===== src/rtl/picosoc_iomem_display_if.sv =====
// PicoSoC iomem bus bundle: master issues requests, slave acknowledges with a one-cycle ready.
interface picosoc_iomem_display_if;
  logic        valid;
  logic        ready;
  logic [3:0]  wstrb;
  logic [31:0] addr;
  logic [31:0] wdata;
  logic [31:0] rdata;

  modport master (output valid, wstrb, addr, wdata, input ready, rdata);
  modport slave  (input valid, wstrb, addr, wdata, output ready, rdata);
endinterface


===== src/rtl/picosoc_iomem_display.sv =====
// GPIO register on the iomem bus driving LEDs and a multiplexed 4-digit 7-segment display,
// plus a free-running colon blink and a status readback.
module picosoc_iomem_display #(
  parameter logic [23:0] TIMER_INIT   = 24'hF423FF,
  parameter logic [23:0] REFRESH_INIT = 24'h000F00,
  parameter logic [7:0]  GPIO_PAGE    = 8'h03,
  parameter logic [7:0]  TMPL_PAGE    = 8'h04
) (
  input  logic                     clk,
  input  logic                     resetn,
  picosoc_iomem_display_if.slave   bus,
  input  logic                     up_down,
  output logic [3:0]               dbg,
  output logic                     user_led,
  output logic [3:0]               comm,
  output logic                     colon,
  output logic [6:0]               seg
);

  logic [31:0] gpio_q, gpio_d;
  logic        ready_q, ready_d;
  logic [31:0] rdata_q, rdata_d;
  logic [23:0] sec_cnt_q, sec_cnt_d;
  logic [23:0] ref_cnt_q, ref_cnt_d;
  logic        toggle_q, toggle_d;
  logic [1:0]  dd_q, dd_d;
  logic        tick;
  logic        accept;
  logic [7:0]  page;
  logic [3:0]  nibble;
  logic        unused_addr;

  assign page        = bus.addr[31:24];
  assign unused_addr = ^bus.addr[23:0];
  // A request is only taken while ready is low, so a held valid is served every other cycle.
  assign accept      = bus.valid && !ready_q;

  always_comb begin
    ready_d = 1'b0;
    rdata_d = rdata_q;
    gpio_d  = gpio_q;
    if (accept && page == GPIO_PAGE) begin
      ready_d = 1'b1;
      rdata_d = {30'b0, up_down, toggle_q};
      for (int i = 0; i < 4; i++) begin
        if (bus.wstrb[i]) gpio_d[8*i +: 8] = bus.wdata[8*i +: 8];
      end
    end else if (accept && page == TMPL_PAGE) begin
      ready_d = 1'b1;
      rdata_d = '0;
    end
  end

  always_comb begin
    sec_cnt_d = sec_cnt_q - 24'd1;
    toggle_d  = toggle_q;
    if (sec_cnt_q == '0) begin
      sec_cnt_d = TIMER_INIT;
      toggle_d  = ~toggle_q;
    end
    tick      = (ref_cnt_q == '0);
    ref_cnt_d = tick ? REFRESH_INIT : ref_cnt_q - 24'd1;
    // Digits scan 3,2,1,0 and the 2-bit index wraps 0 back to 3.
    dd_d      = tick ? dd_q - 2'd1 : dd_q;
  end

  always_ff @(posedge clk or negedge resetn) begin
    if (!resetn) begin
      gpio_q    <= '0;
      ready_q   <= 1'b0;
      rdata_q   <= '0;
      sec_cnt_q <= TIMER_INIT;
      ref_cnt_q <= REFRESH_INIT;
      toggle_q  <= 1'b1;
      dd_q      <= 2'd3;
    end else begin
      gpio_q    <= gpio_d;
      ready_q   <= ready_d;
      rdata_q   <= rdata_d;
      sec_cnt_q <= sec_cnt_d;
      ref_cnt_q <= ref_cnt_d;
      toggle_q  <= toggle_d;
      dd_q      <= dd_d;
    end
  end

  always_comb begin
    comm   = 4'b0111;
    nibble = gpio_q[3:0];
    unique case (dd_q)
      2'd0: begin comm = 4'b1110; nibble = gpio_q[15:12]; end
      2'd1: begin comm = 4'b1101; nibble = gpio_q[11:8];  end
      2'd2: begin comm = 4'b1011; nibble = gpio_q[7:4];   end
      2'd3: begin comm = 4'b0111; nibble = gpio_q[3:0];   end
      default: ;
    endcase
  end

  // Glyphs are drawn for an upside-down mounted display.
  always_comb begin
    seg = 7'h00;
    unique case (nibble)
      4'h0: seg = 7'h3F;
      4'h1: seg = 7'h30;
      4'h2: seg = 7'h5B;
      4'h3: seg = 7'h79;
      4'h4: seg = 7'h74;
      4'h5: seg = 7'h6D;
      4'h6: seg = 7'h6F;
      4'h7: seg = 7'h38;
      4'h8: seg = 7'h7F;
      4'h9: seg = 7'h7C;
      4'hA: seg = 7'h7E;
      4'hB: seg = 7'h67;
      4'hC: seg = 7'h0F;
      4'hD: seg = 7'h73;
      4'hE: seg = 7'h4F;
      4'hF: seg = 7'h4E;
      default: ;
    endcase
  end

  assign bus.ready = ready_q;
  assign bus.rdata = rdata_q;
  assign dbg       = gpio_q[3:0];
  assign user_led  = gpio_q[4];
  assign colon     = toggle_q;

endmodule


===== src/flat_wrapper.sv =====
// flat-port wrapper written by rule: the top's interface ports become plain ports
module picosoc_iomem_display_flat 
#(
  parameter logic [23:0] TIMER_INIT   = 24'hF423FF,
  parameter logic [23:0] REFRESH_INIT = 24'h000F00,
  parameter logic [7:0]  GPIO_PAGE    = 8'h03,
  parameter logic [7:0]  TMPL_PAGE    = 8'h04
)
  (clk, resetn, up_down, dbg, user_led, comm, colon, seg, bus_valid, bus_wstrb, bus_addr, bus_wdata, bus_ready, bus_rdata);
  picosoc_iomem_display_if bus_i ();
  input  logic clk;
  input  logic resetn;
  input  logic up_down;
  output logic [3:0] dbg;
  output logic user_led;
  output logic [3:0] comm;
  output logic colon;
  output logic [6:0] seg;
  input wire logic [$bits(bus_i.valid)-1:0] bus_valid;
  input wire logic [$bits(bus_i.wstrb)-1:0] bus_wstrb;
  input wire logic [$bits(bus_i.addr)-1:0] bus_addr;
  input wire logic [$bits(bus_i.wdata)-1:0] bus_wdata;
  output wire logic [$bits(bus_i.ready)-1:0] bus_ready;
  output wire logic [$bits(bus_i.rdata)-1:0] bus_rdata;
  assign bus_i.valid = bus_valid;
  assign bus_i.wstrb = bus_wstrb;
  assign bus_i.addr = bus_addr;
  assign bus_i.wdata = bus_wdata;
  assign bus_ready = bus_i.ready;
  assign bus_rdata = bus_i.rdata;
  picosoc_iomem_display #(.TIMER_INIT(TIMER_INIT), .REFRESH_INIT(REFRESH_INIT), .GPIO_PAGE(GPIO_PAGE), .TMPL_PAGE(TMPL_PAGE)) u_core (.clk(clk), .resetn(resetn), .bus(bus_i), .up_down(up_down), .dbg(dbg), .user_led(user_led), .comm(comm), .colon(colon), .seg(seg));
endmodule

===== config.mk =====
export PLATFORM = sky130hd
export DESIGN_NAME = picosoc_iomem_display_flat
export DESIGN_NICKNAME = d
export VERILOG_FILES = /design/src/rtl/picosoc_iomem_display_if.sv /design/src/rtl/picosoc_iomem_display.sv /design/src/flat_wrapper.sv
export SDC_FILE = /design/constraint.sdc
export NUM_CORES = 1
export LEC_CHECK = 0
export ABC_CLOCK_PERIOD_IN_PS = 3600
export CAP_MARGIN = 0
export CORE_MARGIN = 1
export CORE_UTILIZATION = 47
export CTS_CLUSTER_DIAMETER = 120
export DETAILED_ROUTE_END_ITERATION = 10
export PLACE_DENSITY = 0.81
export SYNTH_ARGS = -nofsm -noshare
export SYNTH_HDL_FRONTEND = slang
export SYNTH_SLANG_ARGS = --single-unit

===== constraint.sdc =====
create_clock -name clk -period 3.6 [get_ports clk]
set_clock_uncertainty 0.2 [all_clocks]
set_input_delay 0.72 -clock clk [delete_from_list [all_inputs] [get_ports clk]]
set_output_delay 0.72 -clock clk [all_outputs]
set_load 0.02 [all_outputs]

==> impl_metrics.yaml <==
sta:
  period_share_pct: 102
  hold_violations: 0
  setup_violations: 1
  tightest_slew_ns: 0.607
  slew_headroom_pct: 59.2
  max_freq_mhz: 272
  rsz0062_at_grt: "yes"
  min_period_ns: 3.68
  drv_slew: 0
  layout_setup_ws_ns: -0.0784
route:
  wl_per_cell_um: 15.0
  drt_iter0_drc: 125
  avgViaCountPerCell: 5.46
  drcViolationCount: 0
  dr.pass1.iters: 4
  vias: 3060
  final_antenna_net_count: 0
  drt_wl_total_um: 8400
floorplanning:
  io_pins: 122
  dieArea_sq_um: 8730
  start_util_pct: 49.8
  core_sq_um: 7890
  die_w_um: 93.4
  die_y_um: 93.4
  std_cell_rows: 32
synth:
  async_flop_share_pct: 100
  yosysMostFrequentCell: "dfrtp_1"
  synth-edff-count: 0
  synth_cell_types: 51
  synthFlopType: "dfrtp_1"
  synth_seq_cells: 70
  yosys_warnings: 0
  avgSynthCellArea_sq_um: 10.3
  synth_area_leader_cell: "dfrtp_1"
  synth_top_cell_area_share_pct: 29.9
  synthTopCellsByArea: "dfrtp_1 30%, dfstp_2 15%, buf_4 6.5%"
  netlist_instances: 380
  synth_common_cells: "47 x dfrtp_1, 34 x buf_4, 24 x nor2_1"
  syn_area_sq_um: 3930
  yosysSeqAreaShare_pct: 45.3
critical_path:
  start_kind: "flip-flop"
  worst-path-max-fanout: 3
  worstPathArrival_ns: 2.76
  reg2reg_from: "u_core.sec_cnt_q[3]"
  end_kind: "primary output"
  r2r_slack_ns: 1.07
  reg2regPathDepth: 4
  required_ns: 2.68
  critPathKind: "reg -> out"
  r2r-end: "u_core.sec_cnt_q[16]"
clock_network:
  cts_tree: "yes"
  cts_root_buf: "clkbuf_8"
  path_clk_slew_ns: 0.07
  cts_max_path_buffers: 2
  clk_latency_ns: 0.34
  cts_sinks: 70
  htreeDepth: 3
  cts_buffers: 9
place:
  placedCellCount: 538
  portBuffers: 49
  place_ws_ns: -0.117
  hpwl_um: 5590
  gp_congestion: 0.792
run_status:
  violations: "setup timing"
  outcome: "finished, violations left"
cells_and_area:
  post_layout_nonfiller_instances: 560
  nets: 539
  area_growth_pct: 22.2
  n_antenna_cell: 0
  drive_above_1_share_pct: 24.2
  nFillCells: 608
grt:
  grt_overflow_total: 0
  grt_usage_pct: 18.6
  grt_pass1_wl_um: 12900
  grt_max_degree: 31
  antenna_found_initial: 0
  grt_pass1_vias: 2849
power_and_ir_drop:
  p_per_area_nw_per_um2: 315
  ir_drop_mv: 0.160
  p_leak_nw: 2.08
job:
  drv_cap: 0
worst_hold_path:
  worst_hold_path_type: "in -> async"
## logic make-up after synthesis
| logic type | Yosys count | synth area share, % |
|---|---|---|
| and+or+nand+nor | 127 | 18.3 |
| DFF | 70 | 45.3 |
| buffers and inverters | 60 | 9.30 |
| AOI/OAI and AO/OA | 58 | 10.1 |
| xor gates and xnor gates | 27 | 6.02 |
| muxes | 23 | 6.44 |
| adders and majority gates | 14 | 4.46 |
| other | 1 | 0.0955 |
## state kept, by name, summed over array words and instances (netlist names)
| register | flops |
|---|---|
| u_core.ref_cnt_q | 24 |
| u_core.sec_cnt_q | 24 |
| u_core.gpio_q | 16 |
| u_core.bus.rdata | 2 |
| u_core.dd_q | 2 |
| u_core.bus.ready | 1 |
| u_core.colon | 1 |
## where the power goes
part,internal [W],switching [W],leakage (nW)
clock,0.000307,0.000279,0.0937
sequential,0.000793,0.00000328,0.884
combinational,0.0000547,0.0000769,1.10
## cell type report
| type | count | area, sq um | share of cell area (%) |
|---|---|---|---|
| Timing Repair Buffer | 76 | 666 | 13.9 |
| Sequential cell | 70 | 1780 | 37.1 |
| Inverter | 17 | 70.1 | 1.46 |
| Tap cell | 102 | 128 | 2.66 |
| Clock buffer | 15 | 176 | 3.68 |
| Clock inverter | 1 | 5.00 | 0.104 |
| Multi-Input combinational cell | 279 | 1970 | 41.1 |
## layer usage
metal / track usage, % / part of all wire, % / vias to the layer above
met2: 31.9 / 49 / 107
met1: 23.3 / 43 / 1470
met5: 0 / 0 / -
met3: 2.85 / 5.0 / 18
met4: 7.69 / 2.5 / 0
li1: - / - / 1465
## repair_timing
item	in CTS	in global routing
gates resized for setup	31	22
pin swaps	4	5
endpoints found under the setup margin	7	7
buffers inserted	1	5
hold buffers	0	0
gates cloned	0	0
## worst max-delay path, stage by stage (launching register included)
cell and delay, ns:
dfstp_2 0.56, inv_4 0.05, ha_4 0.16, a222oi_1 0.48
a21oi_2 0.15, ha_1 0.34, inv_1 0.09, a211oi_1 0.27
a221o_1 0.19, buf_6 0.12
## cell usage in the layout (no fill, tap or decap), types with 3 or more instances in the layout
cell             Yosys  layout
a211oi_1             3       3
a21oi_1             17      16
a22oi_1              4       4
buf_2                4       6
buf_4               34      27
clkbuf_1             4       3
clkbuf_8             0      12
clkdlybuf4s50_1      0      41
conb_1               1      30
dfrtp_1             47      47
dfstp_2             23      23
ha_1                14       8
ha_4                 0       5
inv_1               16      14
mux2_2              18      18
mux2i_1              5       4
nand2_1             19      19
nand3_1              9       9
nand3b_1             3       3
nand4_1              5       5
nand4b_1             4       4
nor2_1              24      24
nor3_1              13      11
nor4_1              12      12
o21ai_0              8       8
o31ai_1              5       5
o41ai_1              4       4
or2_2                3       3
or3_1               11      11
or4_1               14      14
xnor2_1             13      13
xor2_1              14      14
## how the worst max path moves through the flow
| stage | slack [ns] | to | depth (start not counted) | start |
|---|---|---|---|---|
| detailed placement | -0.12 | seg[0] | 8 | u_core.dd_q[0] |
| global route | -0.18 | seg[0] | 9 | u_core.dd_q[0] |
| global placement | -0.05 | seg[0] | 8 | u_core.dd_q[0] |
| floorplan | 0.30 | seg[0] | 8 | u_core.dd_q[0] |
| CTS | -0.03 | seg[0] | 8 | u_core.dd_q[0] |
| finish | -0.08 | seg[0] | 9 | u_core.dd_q[0] |
## per-stage QoR
step	utilization, %	TNS, ns	hold slack, ns	total power [W]	area [sq um]
6_report	60.8	-0.0784	0.121	0.00151	4800
5_1_grt	60.8	-0.407	0.145	0.00157	4800
4_1_cts	59.3	-0.0321	0.120	0.00152	4680
3_5_place_dp	57.1	-0.287	0.251	0.000938	4510
3_3_place_gp	57.1	-0.0519	0.241	0.000936	4510
2_1_floorplan	-	0	0.224	0.000894	4040
No activity file was read; power rests on OpenSTA's default activity.
